[config.mk]
export PLATFORM = sky130hd
export DESIGN_NAME = ethernet_rx
export DESIGN_NICKNAME = d
export VERILOG_FILES = /design/src/rtl/ethernet_rx.sv
export SDC_FILE = /design/constraint.sdc
export NUM_CORES = 1
export LEC_CHECK = 0
export ABC_AREA = 1
export BUFFER_PORTS_ARGS = -buffer_cell sky130_fd_sc_hd__buf_4
export CAP_MARGIN = 20
export CELL_PAD_IN_SITES_DETAIL_PLACEMENT = 0
export CELL_PAD_IN_SITES_GLOBAL_PLACEMENT = 1
export CORE_MARGIN = 4
export CORE_UTILIZATION = 49
export DETAILED_ROUTE_END_ITERATION = 7
export GPL_ROUTABILITY_DRIVEN = 0
export PLACE_DENSITY_LB_ADDON = 0.3
export SLEW_MARGIN = 30
export SYNTH_ARGS = -nofsm -noshare
export SYNTH_HDL_FRONTEND = slang
export SYNTH_SLANG_ARGS = --single-unit
[constraint.sdc]
create_clock -name clk -period 3.18 [get_ports clk]
set_input_delay 0.477 -clock clk [delete_from_list [all_inputs] [get_ports clk]]
set_output_delay 0.477 -clock clk [all_outputs]
set_load 0.01 [all_outputs]
[src/rtl/ethernet_rx.sv]
// RMII-style Ethernet receiver: nibble assembly, address filter, header capture,
// FCS-stripping payload stream and end-of-frame status with CRC-32 check.
module ethernet_rx #(
  parameter int          N      = 4,
  parameter logic [47:0] MY_MAC = 48'h37_38_38_38_38_38
) (
  input  logic         clk,
  input  logic         rst,
  input  logic [N-1:0] eth_rxd,
  input  logic         eth_crsdv,
  output logic         axiov,
  output logic [7:0]   axiod,
  output logic         hdr_valid,
  output logic [47:0]  src_mac,
  output logic [15:0]  etype,
  output logic         frame_done,
  output logic         frame_ok,
  output logic [3:0]   err,
  output logic [10:0]  byte_count
);
  localparam logic [31:0] CRC_POLY    = 32'hEDB8_8320;
  localparam logic [31:0] CRC_RESIDUE = 32'hDEBB_20E3;
  localparam logic [10:0] MAX_BYTES   = 11'd1518;
  localparam logic [10:0] MIN_BYTES   = 11'd64;

  typedef enum logic [2:0] {IDLE, PREAMBLE, DEST, SRC, ETYPE, PAYLOAD, DROP} state_e;

  function automatic logic [31:0] crc_nib(input logic [31:0] c, input logic [3:0] d);
    logic [31:0] r;
    r = c;
    for (int i = 0; i < 4; i++) r = (r >> 1) ^ ((r[0] ^ d[i]) ? CRC_POLY : 32'h0);
    return r;
  endfunction

  state_e        state_q, state_d;
  logic [1:0]    pre_cnt_q, pre_cnt_d;
  logic          nib_hi_q, nib_hi_d;
  logic [N-1:0]  low_nib_q, low_nib_d;
  logic [10:0]   cnt_q, cnt_d;
  logic [2:0]    field_cnt_q, field_cnt_d;
  logic [47:0]   dest_q, dest_d;
  logic [47:0]   src_sh_q, src_sh_d;
  logic [7:0]    etype_hi_q, etype_hi_d;
  logic [31:0]   crc_q, crc_d;
  logic [7:0]    dly_q [4];
  logic [7:0]    dly_d [4];
  logic [2:0]    fill_q, fill_d;
  logic          oversize_q, oversize_d;
  logic          armed_q, armed_d;
  logic          axiov_q, axiov_d;
  logic [7:0]    axiod_q, axiod_d;
  logic          hdr_valid_q, hdr_valid_d;
  logic [47:0]   src_mac_q, src_mac_d;
  logic [15:0]   etype_q, etype_d;
  logic          frame_done_q, frame_done_d;
  logic          frame_ok_q, frame_ok_d;
  logic [3:0]    err_q, err_d;
  logic [10:0]   byte_count_q, byte_count_d;

  logic [7:0]    rx_byte;
  logic [47:0]   dest_next;
  logic [3:0]    err_now;
  logic          reporting, tracking;

  assign rx_byte   = {eth_rxd, low_nib_q};
  assign dest_next = {dest_q[39:0], rx_byte};
  assign err_now   = {nib_hi_q, oversize_q, (cnt_q < MIN_BYTES), (crc_q != CRC_RESIDUE)};
  // An oversize frame keeps being tracked in DROP so it can still report status.
  assign reporting = (state_q inside {SRC, ETYPE, PAYLOAD}) || (state_q == DROP && oversize_q);
  assign tracking  = (state_q inside {DEST, SRC, ETYPE, PAYLOAD}) || (state_q == DROP && oversize_q);

  // NOTE: every _d gets a default first so no path through this block infers a latch.
  always_comb begin
    state_d      = state_q;      pre_cnt_d    = pre_cnt_q;   nib_hi_d   = nib_hi_q;
    low_nib_d    = low_nib_q;    cnt_d        = cnt_q;       field_cnt_d = field_cnt_q;
    dest_d       = dest_q;       src_sh_d     = src_sh_q;    etype_hi_d = etype_hi_q;
    crc_d        = crc_q;        dly_d        = dly_q;       fill_d     = fill_q;
    oversize_d   = oversize_q;   axiod_d      = axiod_q;     src_mac_d  = src_mac_q;
    etype_d      = etype_q;      frame_ok_d   = frame_ok_q;  err_d      = err_q;
    byte_count_d = byte_count_q;
    axiov_d      = 1'b0;
    hdr_valid_d  = 1'b0;
    frame_done_d = 1'b0;
    armed_d      = armed_q | ~eth_crsdv;

    if (!eth_crsdv) begin
      state_d    = IDLE;
      oversize_d = 1'b0;
      if (reporting) begin
        frame_done_d = 1'b1;
        err_d        = err_now;
        frame_ok_d   = (err_now == 4'd0);
        byte_count_d = cnt_q;
      end
    end else begin
      if (tracking) begin
        crc_d    = crc_nib(crc_q, eth_rxd);
        nib_hi_d = ~nib_hi_q;
        if (!nib_hi_q) low_nib_d = eth_rxd;
      end
      case (state_q)
        IDLE: begin
          if (armed_q && eth_rxd == 4'h5) begin
            state_d   = PREAMBLE;
            pre_cnt_d = 2'd1;
          end
        end
        PREAMBLE: begin
          if (eth_rxd == 4'h5) begin
            if (pre_cnt_q != 2'd3) pre_cnt_d = pre_cnt_q + 2'd1;
          end else if (eth_rxd == 4'hD && pre_cnt_q >= 2'd2) begin
            state_d     = DEST;
            crc_d       = 32'hFFFF_FFFF;
            nib_hi_d    = 1'b0;
            cnt_d       = 11'd0;
            field_cnt_d = 3'd0;
            oversize_d  = 1'b0;
          end else begin
            state_d = DROP;
          end
        end
        DEST, SRC, ETYPE, PAYLOAD: begin
          if (nib_hi_q) begin
            if (cnt_q == MAX_BYTES) begin
              oversize_d = 1'b1;
              state_d    = DROP;
            end else begin
              cnt_d = cnt_q + 11'd1;
              case (state_q)
                DEST: begin
                  dest_d      = dest_next;
                  field_cnt_d = field_cnt_q + 3'd1;
                  if (field_cnt_q == 3'd5) begin
                    field_cnt_d = 3'd0;
                    state_d = (dest_next == MY_MAC || dest_next == 48'hFFFF_FFFF_FFFF) ? SRC : DROP;
                  end
                end
                SRC: begin
                  src_sh_d    = {src_sh_q[39:0], rx_byte};
                  field_cnt_d = field_cnt_q + 3'd1;
                  if (field_cnt_q == 3'd5) begin
                    field_cnt_d = 3'd0;
                    state_d     = ETYPE;
                  end
                end
                ETYPE: begin
                  if (field_cnt_q == 3'd0) begin
                    etype_hi_d  = rx_byte;
                    field_cnt_d = 3'd1;
                  end else begin
                    src_mac_d   = src_sh_q;
                    etype_d     = {etype_hi_q, rx_byte};
                    hdr_valid_d = 1'b1;
                    fill_d      = 3'd0;
                    state_d     = PAYLOAD;
                  end
                end
                default: begin
                  // A byte leaves only once four newer ones are queued, so the FCS stays behind.
                  if (fill_q == 3'd4) begin
                    axiov_d = 1'b1;
                    axiod_d = dly_q[3];
                  end else begin
                    fill_d = fill_q + 3'd1;
                  end
                  dly_d[3] = dly_q[2];
                  dly_d[2] = dly_q[1];
                  dly_d[1] = dly_q[0];
                  dly_d[0] = rx_byte;
                end
              endcase
            end
          end
        end
        default: ;
      endcase
    end
  end

  // NOTE: state uses non-blocking assignments only; the comb block above uses blocking.
  always_ff @(posedge clk or negedge rst) begin
    if (!rst) begin
      state_q <= IDLE;       pre_cnt_q <= '0;    nib_hi_q <= 1'b0;   low_nib_q <= '0;
      cnt_q <= '0;           field_cnt_q <= '0;  dest_q <= '0;       src_sh_q <= '0;
      etype_hi_q <= '0;      crc_q <= '0;        fill_q <= '0;       oversize_q <= 1'b0;
      armed_q <= 1'b0;       axiov_q <= 1'b0;    axiod_q <= '0;      hdr_valid_q <= 1'b0;
      src_mac_q <= '0;       etype_q <= '0;      frame_done_q <= 1'b0;
      frame_ok_q <= 1'b0;    err_q <= '0;        byte_count_q <= '0;
      // NOTE: the delay line is a tiny register array, so it is cleared with everything else.
      dly_q <= '{default: '0};
    end else begin
      state_q <= state_d;       pre_cnt_q <= pre_cnt_d;     nib_hi_q <= nib_hi_d;
      low_nib_q <= low_nib_d;   cnt_q <= cnt_d;             field_cnt_q <= field_cnt_d;
      dest_q <= dest_d;         src_sh_q <= src_sh_d;       etype_hi_q <= etype_hi_d;
      crc_q <= crc_d;           fill_q <= fill_d;           oversize_q <= oversize_d;
      armed_q <= armed_d;       axiov_q <= axiov_d;         axiod_q <= axiod_d;
      hdr_valid_q <= hdr_valid_d; src_mac_q <= src_mac_d;   etype_q <= etype_d;
      frame_done_q <= frame_done_d; frame_ok_q <= frame_ok_d; err_q <= err_d;
      byte_count_q <= byte_count_d;
      dly_q <= dly_d;
    end
  end

  assign axiov      = axiov_q;
  assign axiod      = axiod_q;
  assign hdr_valid  = hdr_valid_q;
  assign src_mac    = src_mac_q;
  assign etype      = etype_q;
  assign frame_done = frame_done_q;
  assign frame_ok   = frame_ok_q;
  assign err        = err_q;
  assign byte_count = byte_count_q;
endmodule

==> results.yml, run 1 <==
power:
  power_mw: 11.88
  leakagePower_nw: 7.015
  p_clk_share_pct: 29.0
  p_switching_mw: 4.069
  p_comb_share_pct: 27.5
  vdd_drop_max_mv: 0.5913
  powerDensity_nw_per_um2: 837.4
  p_sw_share_pct: 34.25
  intPower_mw: 7.811
  power_frac_seq_pct: 43.5
sta:
  fin_crit_ps: 2435
  fmax_ghz: 0.4106
  setup_violations: 0
  hold_slack_ps: -7.349
  fin_skew_ps: 14.33
  finalCritPeriodShare_pct: 76.58
  final_max_slew_viol_count: 0
  tightestPinTransition_ps: 798.1
  slew-limit-headroom_pct: 46.79
  final.setup.tns_ps: 0
  finalHoldViolations: 15
  rsz0062_at_grt: "false"
floorplanning:
  coreArea_um2: 24390
  io_pins: 98
  fp.dieArea_um2: 27450
  fp-row-count: 57
  die_w_um: 165.7
  dieHeight_um: 165.7
  start_util_pct: 49.95
yosys:
  synth_seq_area_share_pct: 57.51
  yosys_warnings: 0
  syn_inst: 1401
  synth_fp_nets: 1414
  synth.distinct_cells: 37
  synth_area_um2: 12180
  ys_ff_latch: 280
  syn_area_per_cell_um2: 8.697
detailed_routing:
  drt_wl_total_um: 26730
  via_per_inst: 5.005
  ant_nets: 0
  drc: 0
  drt-pass1-iter-count: 7
  first_iter_violations: 588
  vias: 9179
  drt-wirelength-per-cell_um: 14.57
worst_setup_path:
  crit_path_start_kind: "flip-flop"
  crit_type: "flip-flop to flip-flop"
  endpoint: "src_mac[12]"
  crit_fanout: 58
  r2r_slack_ps: 740
  worstSetupEndpointType: "flip-flop"
  required_ps: 3640
  r2r_cells: 11
  cp-startpoint: "cnt_q[0]"
  worstReg2RegStart: "cnt_q[0]"
  arrival_ps: 2890
  rr_endpoint: "src_mac[12]"
placement:
  io_buffers: 97
  dp_cells: 1780
  dp_hpwl_um: 17980
cts:
  cts_buffers: 29
  cts-root-buf: "clkbuf_16"
  ctsHoldBuffers: 0
  clk_pin_slew_ps: 60
  ctsResizeCount: 0
  post_cts_buffers: 0
  cts_tree: "done"
  cts_max_path_buffers: 3
  clk_latency_ps: 540
  clkSinkCount: 280
  cts.htree.levels: 1
cells_and_area:
  antenna_cells: 0
  regArea_um2: 7007
  n_fill_cell: 2245
  areaGrowthSynthToFinish_pct: 16.44
  finalNonFillerCells: 1834
  multi_input_area_um2: 4264
  layout_commonest_cell: "nand2_1"
  drive_gt1_share_pct: 12.72
  layout_common_cells: "nand2_1, dfrtp_1, o21ai_0"
  final_util_pct: 58.17
  final_nets: 1500
global_route:
  first_global_vias: 8944
  antenna_found_initial: 0
  grtUsageTotal_pct: 19.57
  overflow: 0
  grt_first_pass_wirelength_um: 46040
  grt_max_degree: 104
job:
  cap_violations: 0
outcome:
  violations: "hold timing"
  status: "finished, violations left"
worst_hold_path:
  hold_class: "input port to asynchronous set/reset pin"
-- kinds of logic after synthesis --
group / after synthesis / synth area share, %
buf+inv: 218 / 7.579
simple gates: 568 / 18.78
compound gates: 294 / 13.00
fa+ha+maj: 6 / 0.6161
xor+xnor: 35 / 2.516
flops: 280 / 57.51
-- critical path: stages, from the launching register on --
cell     delay, ps
dfrtp_1        410
inv_1          120
ha_1           170
nand2_1         50
nor2_1         160
nand3_2        230
nand3_2        170
nor2_4          60
nand2_4        460
buf_12         320
nand2_1         90
o21ai_1         90
-- metrics by stage --
step / instance area [um2] / worst slack [ps]
2_1_floorplan: 12180 / 1390
3_3_place_gp: 13200 / 654.9
3_5_place_dp: 13200 / 545.0
4_1_cts: 14180 / 522.2
5_1_grt: 14190 / 463.2
6_report: 14190 / 744.6
-- sequential cells by signal, summed over array words and instances, names as in the netlist, 4 cells and up --
signal	cells
etype_hi_q	8
err	4
crc_q	32
dest_q	40
etype	16
byte_count	11
dly_q	32
cnt_q	11
src_sh_q	48
src_mac	48
axiod	8
low_nib_q	4
-- how the worst min path moves through the flow --
| stage | slack (ps) | end | from | cells past startpoint |
|---|---|---|---|---|
| final | -7 | src_sh_q[42] | rst | 1 |
| after global routing | 30 | src_mac[25] | rst | 1 |
| after CTS | 10 | src_mac[25] | rst | 1 |
| after detailed placement | 450 | dly_q[20] | dly_q[28] | 2 |
| after global placement | 450 | src_mac[45] | src_sh_q[45] | 2 |
| after floorplan | 180 | armed_q | rst | 0 |
-- layout make-up --
| cell class | instances | area share (%) |
|---|---|---|
| sequential | 280 | 49.39 |
| multi-input combinational | 903 | 30.06 |
| timing repair buffer | 115 | 6.579 |
| clock buffer | 41 | 5.926 |
| inverter | 158 | 4.180 |
| tap | 324 | 2.857 |
| clock inverter | 13 | 1.014 |
-- per-layer routing --
| layer | track usage (%) | wire length [um] | vias up |
|---|---|---|---|
| met5 | 0 | 0 | - |
| met4 | 3.981 | 434 | 0 |
| met3 | 2.836 | 1257 | 33 |
| met2 | 30.74 | 12100 | 175 |
| met1 | 29.40 | 12940 | 4315 |
| li1 | - | - | 4656 |
-- power groups by stage --
stage | clock network (mW) | logic, mW | registers, mW
6_report | 3.44 | 3.27 | 5.17
2_1_floorplan | 0 | 2.28 | 5.12
3_5_place_dp | 0 | 3.27 | 5.22
5_1_grt | 3.70 | 3.78 | 5.30
4_1_cts | 3.53 | 3.30 | 5.17
3_3_place_gp | 0 | 3.22 | 5.21
-- Yosys cell counts --
| library cell | number | area [um2] |
|---|---|---|
| o21ai_1 | 57 | 285.3 |
| nor2_1 | 74 | 277.8 |
| or2_2 | 6 | 37.54 |
| dfrtp_1 | 280 | 7007 |
| nand2_1 | 420 | 1577 |
| clkbuf_1 | 24 | 90.09 |
| inv_2 | 8 | 30.03 |
| buf_2 | 23 | 115.1 |
| a211oi_1 | 1 | 7.510 |
| inv_1 | 150 | 563.0 |
| nand3_2 | 3 | 30.03 |
| clkbuf_2 | 1 | 5.000 |
| nor2_2 | 2 | 12.51 |
| nor4_1 | 4 | 25.02 |
| o21a_1 | 1 | 7.510 |
| xnor2_1 | 8 | 70.07 |
| a31oi_1 | 1 | 6.260 |
| buf_6 | 8 | 90.09 |
| ha_1 | 6 | 75.07 |
| a21oi_4 | 1 | 16.27 |
| o211ai_1 | 15 | 112.6 |
| a21oi_1 | 39 | 195.2 |
| nor3_1 | 11 | 55.05 |
| a21boi_0 | 1 | 7.510 |
| o21ai_0 | 157 | 785.8 |
| a22oi_1 | 12 | 90.09 |
| or2_1 | 1 | 6.260 |
| buf_4 | 4 | 30.03 |
| xor2_1 | 27 | 236.5 |
| o22ai_1 | 1 | 6.260 |
| o31ai_1 | 5 | 37.54 |
| o32ai_1 | 2 | 17.52 |
| nor2_4 | 1 | 11.26 |
| nand3_1 | 25 | 125.1 |
| nand4_1 | 14 | 87.58 |
| a2111oi_0 | 1 | 8.760 |
| nand2_2 | 7 | 43.79 |
No activity file was read; power rests on OpenSTA's default activity.
==> inputs of run 2 (changes only) <==
CORE_UTILIZATION = 41   (was 49)
clock period = 2 ns   (was 3.18 ns; I/O delays follow)
==> run 2 against run 1 <==
Sequential cell count is the same. Power increased by 66%. Sequential share of layout area fell by 3.5 points. The flow now finishes without violations. Non-clock buffer count rose by 74. Combinational power rose by 82%. Critical path type unchanged. Core utilization fell by 5.5 points.
==> results.yml, run 2 (synthesized netlist as in run 1, its figures left out) <==
sta:
  finalHoldViolations: 0
  finalCritPeriodShare_pct: 95.39
  final.setup.tns_ps: 0
  fin_skew_ps: 13.13
  fmax_ghz: 0.5242
  final_max_slew_viol_count: 0
  setup_violations: 0
  fin_crit_ps: 1908
  tightestPinTransition_ps: 443.1
  setup_ws_ps: 92.23
  slew-limit-headroom_pct: 70.46
worst_setup_path:
  crit_type: "flip-flop to flip-flop"
  cpPeakStageDelay_ps: 440
  cp-startpoint: "state_q[2]"
  endpoint: "etype[2]"
  required_ps: 2430
  cp_slowest_cell: "dfrtp_2"
  crit_path_start_kind: "flip-flop"
  rr_endpoint: "etype[2]"
  r2r_slack_ps: 90
  r2r_cells: 11
  worstSetupEndpointType: "flip-flop"
  crit_fanout: 25
  arrival_ps: 2340
  path_cells: "inv_2 -> nand2_2 -> nand2_4 -> nand2_2 -> buf_6 -> nor2_4 -> buf_12 -> nand2_8 -> clkbuf_16 -> nand2_1 -> o21ai_1"
  crit_top_cell: "nand2_2"
  worstReg2RegStart: "state_q[2]"
cts:
  cts_max_path_buffers: 3
  clkSinkCount: 280
  cts.htree.levels: 1
  clk_latency_ps: 560
  cts_buffers: 29
  cts_tree: "done"
  cts-root-buf: "clkbuf_16"
  clk_pin_slew_ps: 70
detailed_routing:
  drc: 0
  first_iter_violations: 633
  vias: 9643
  drt-pass1-iter-count: 5
  drt_wl_total_um: 30110
  drt-wirelength-per-cell_um: 15.27
  ant_nets: 0
  via_per_inst: 4.890
global_route:
  antenna_found_initial: 0
  grt_max_degree: 97
  overflow: 0
  grtUsageTotal_pct: 16.98
  grt_first_pass_wirelength_um: 46990
  first_global_vias: 9112
cells_and_area:
  regArea_um2: 7009
  final_nets: 1578
  antenna_cells: 0
  layout_common_cells: "nand2_1, dfrtp_1, o21ai_0"
  n_fill_cell: 2779
  stdcell_area_um2: 15270
  multi_input_area_um2: 4384
  areaGrowthSynthToFinish_pct: 25.32
  layout_commonest_cell: "nand2_1"
  drive_gt1_share_pct: 17.95
floorplanning:
  coreArea_um2: 29010
  io_pins: 98
  fp-row-count: 62
  dieHeight_um: 180.4
  fp.dieArea_um2: 32540
  die_w_um: 180.4
  start_util_pct: 42.00
power:
  p_switching_mw: 6.775
  p_comb_share_pct: 30.2
  vdd_drop_max_mv: 0.7281
  p_sw_share_pct: 34.41
  powerDensity_nw_per_um2: 1289
  p_clk_share_pct: 28.2
  power_frac_seq_pct: 41.6
  intPower_mw: 12.91
  leakagePower_nw: 7.548
placement:
  dp_slack_ps: -227.8
  placed_area_um2: 13680
  dp_hpwl_um: 19400
  io_buffers: 97
worst_hold_path:
  hold_class: "input port to flip-flop"
job:
  cap_violations: 0
outcome:
  status: "complete, no violations"
[run 2: what timing repair did]
item                                   CTS  global route
gates resized for setup                  3            38
endpoints found under the hold margin  142             0
setup endpoints to repair               22           198
cloned                                   0            18
pin swaps                                0             8
hold buffers                             1             0
buffers inserted                         0            13
[run 2: power by group through the flow]
stage | sequential (mW) | clock, mW | combinational [mW]
6_report | 8.18 | 5.55 | 5.95
2_1_floorplan | 8.14 | 0 | 3.62
5_1_grt | 8.39 | 5.97 | 6.76
3_3_place_gp | 8.22 | 0 | 5.65
4_1_cts | 8.17 | 5.72 | 5.76
3_5_place_dp | 8.26 | 0 | 5.70
[run 2: final cells by class]
cell class	instances	share of cell area, %
clock inverter	9	0.7702
sequential	280	45.90
timing repair buffer	189	11.75
clock buffer	45	5.801
tap	384	3.147
inverter	158	3.917
multi-input combinational	907	28.71
[run 2: how the worst min path moves through the flow]
stage | start | endpoint | slack, ps | cells after the start
5_1_grt | eth_rxd[2] | dly_q[30] | 30 | 3
6_report | eth_rxd[1] | dly_q[29] | 30 | 3
4_1_cts | eth_rxd[1] | dly_q[29] | 10 | 3
3_5_place_dp | rst | src_mac[24] | 190 | 1
3_3_place_gp | rst | src_sh_q[32] | 190 | 1
2_1_floorplan | rst | armed_q | 4 | 0
[run 2: critical path: cells and delay by family (launching register included)]
| kind | cells | cell delay (ps) |
|---|---|---|
| buffers and inverters | 4 | 640 |
| AND/OR/NAND/NOR | 6 | 630 |
| flip-flops | 1 | 440 |
| AO/OA/AOI/OAI | 1 | 60 |
[run 2: stage by stage]
| step | cells | total power, mW | utilization, % | hold slack (ps) |
|---|---|---|---|---|
| final | 1972 | 19.69 | 52.63 | 33.79 |
| after global routing | 1972 | 21.12 | 52.63 | 34.59 |
| after CTS | 1941 | 19.66 | 50.68 | 14.36 |
| after detailed placement | 1886 | 13.97 | 47.15 | 190.1 |
| after global placement | 1886 | 13.88 | 47.15 | 189.7 |
| after floorplan | 1401 | 11.76 | - | 4.409 |
[run 2: routing by layer]
metal | vias to the layer above | wire length (um) | global-route usage, %
met4 | 0 | 523 | 3.721
met3 | 37 | 1218 | 2.362
met1 | 4589 | 14120 | 24.75
met5 | - | 0 | 0
li1 | 4823 | - | -
met2 | 194 | 14250 | 27.33
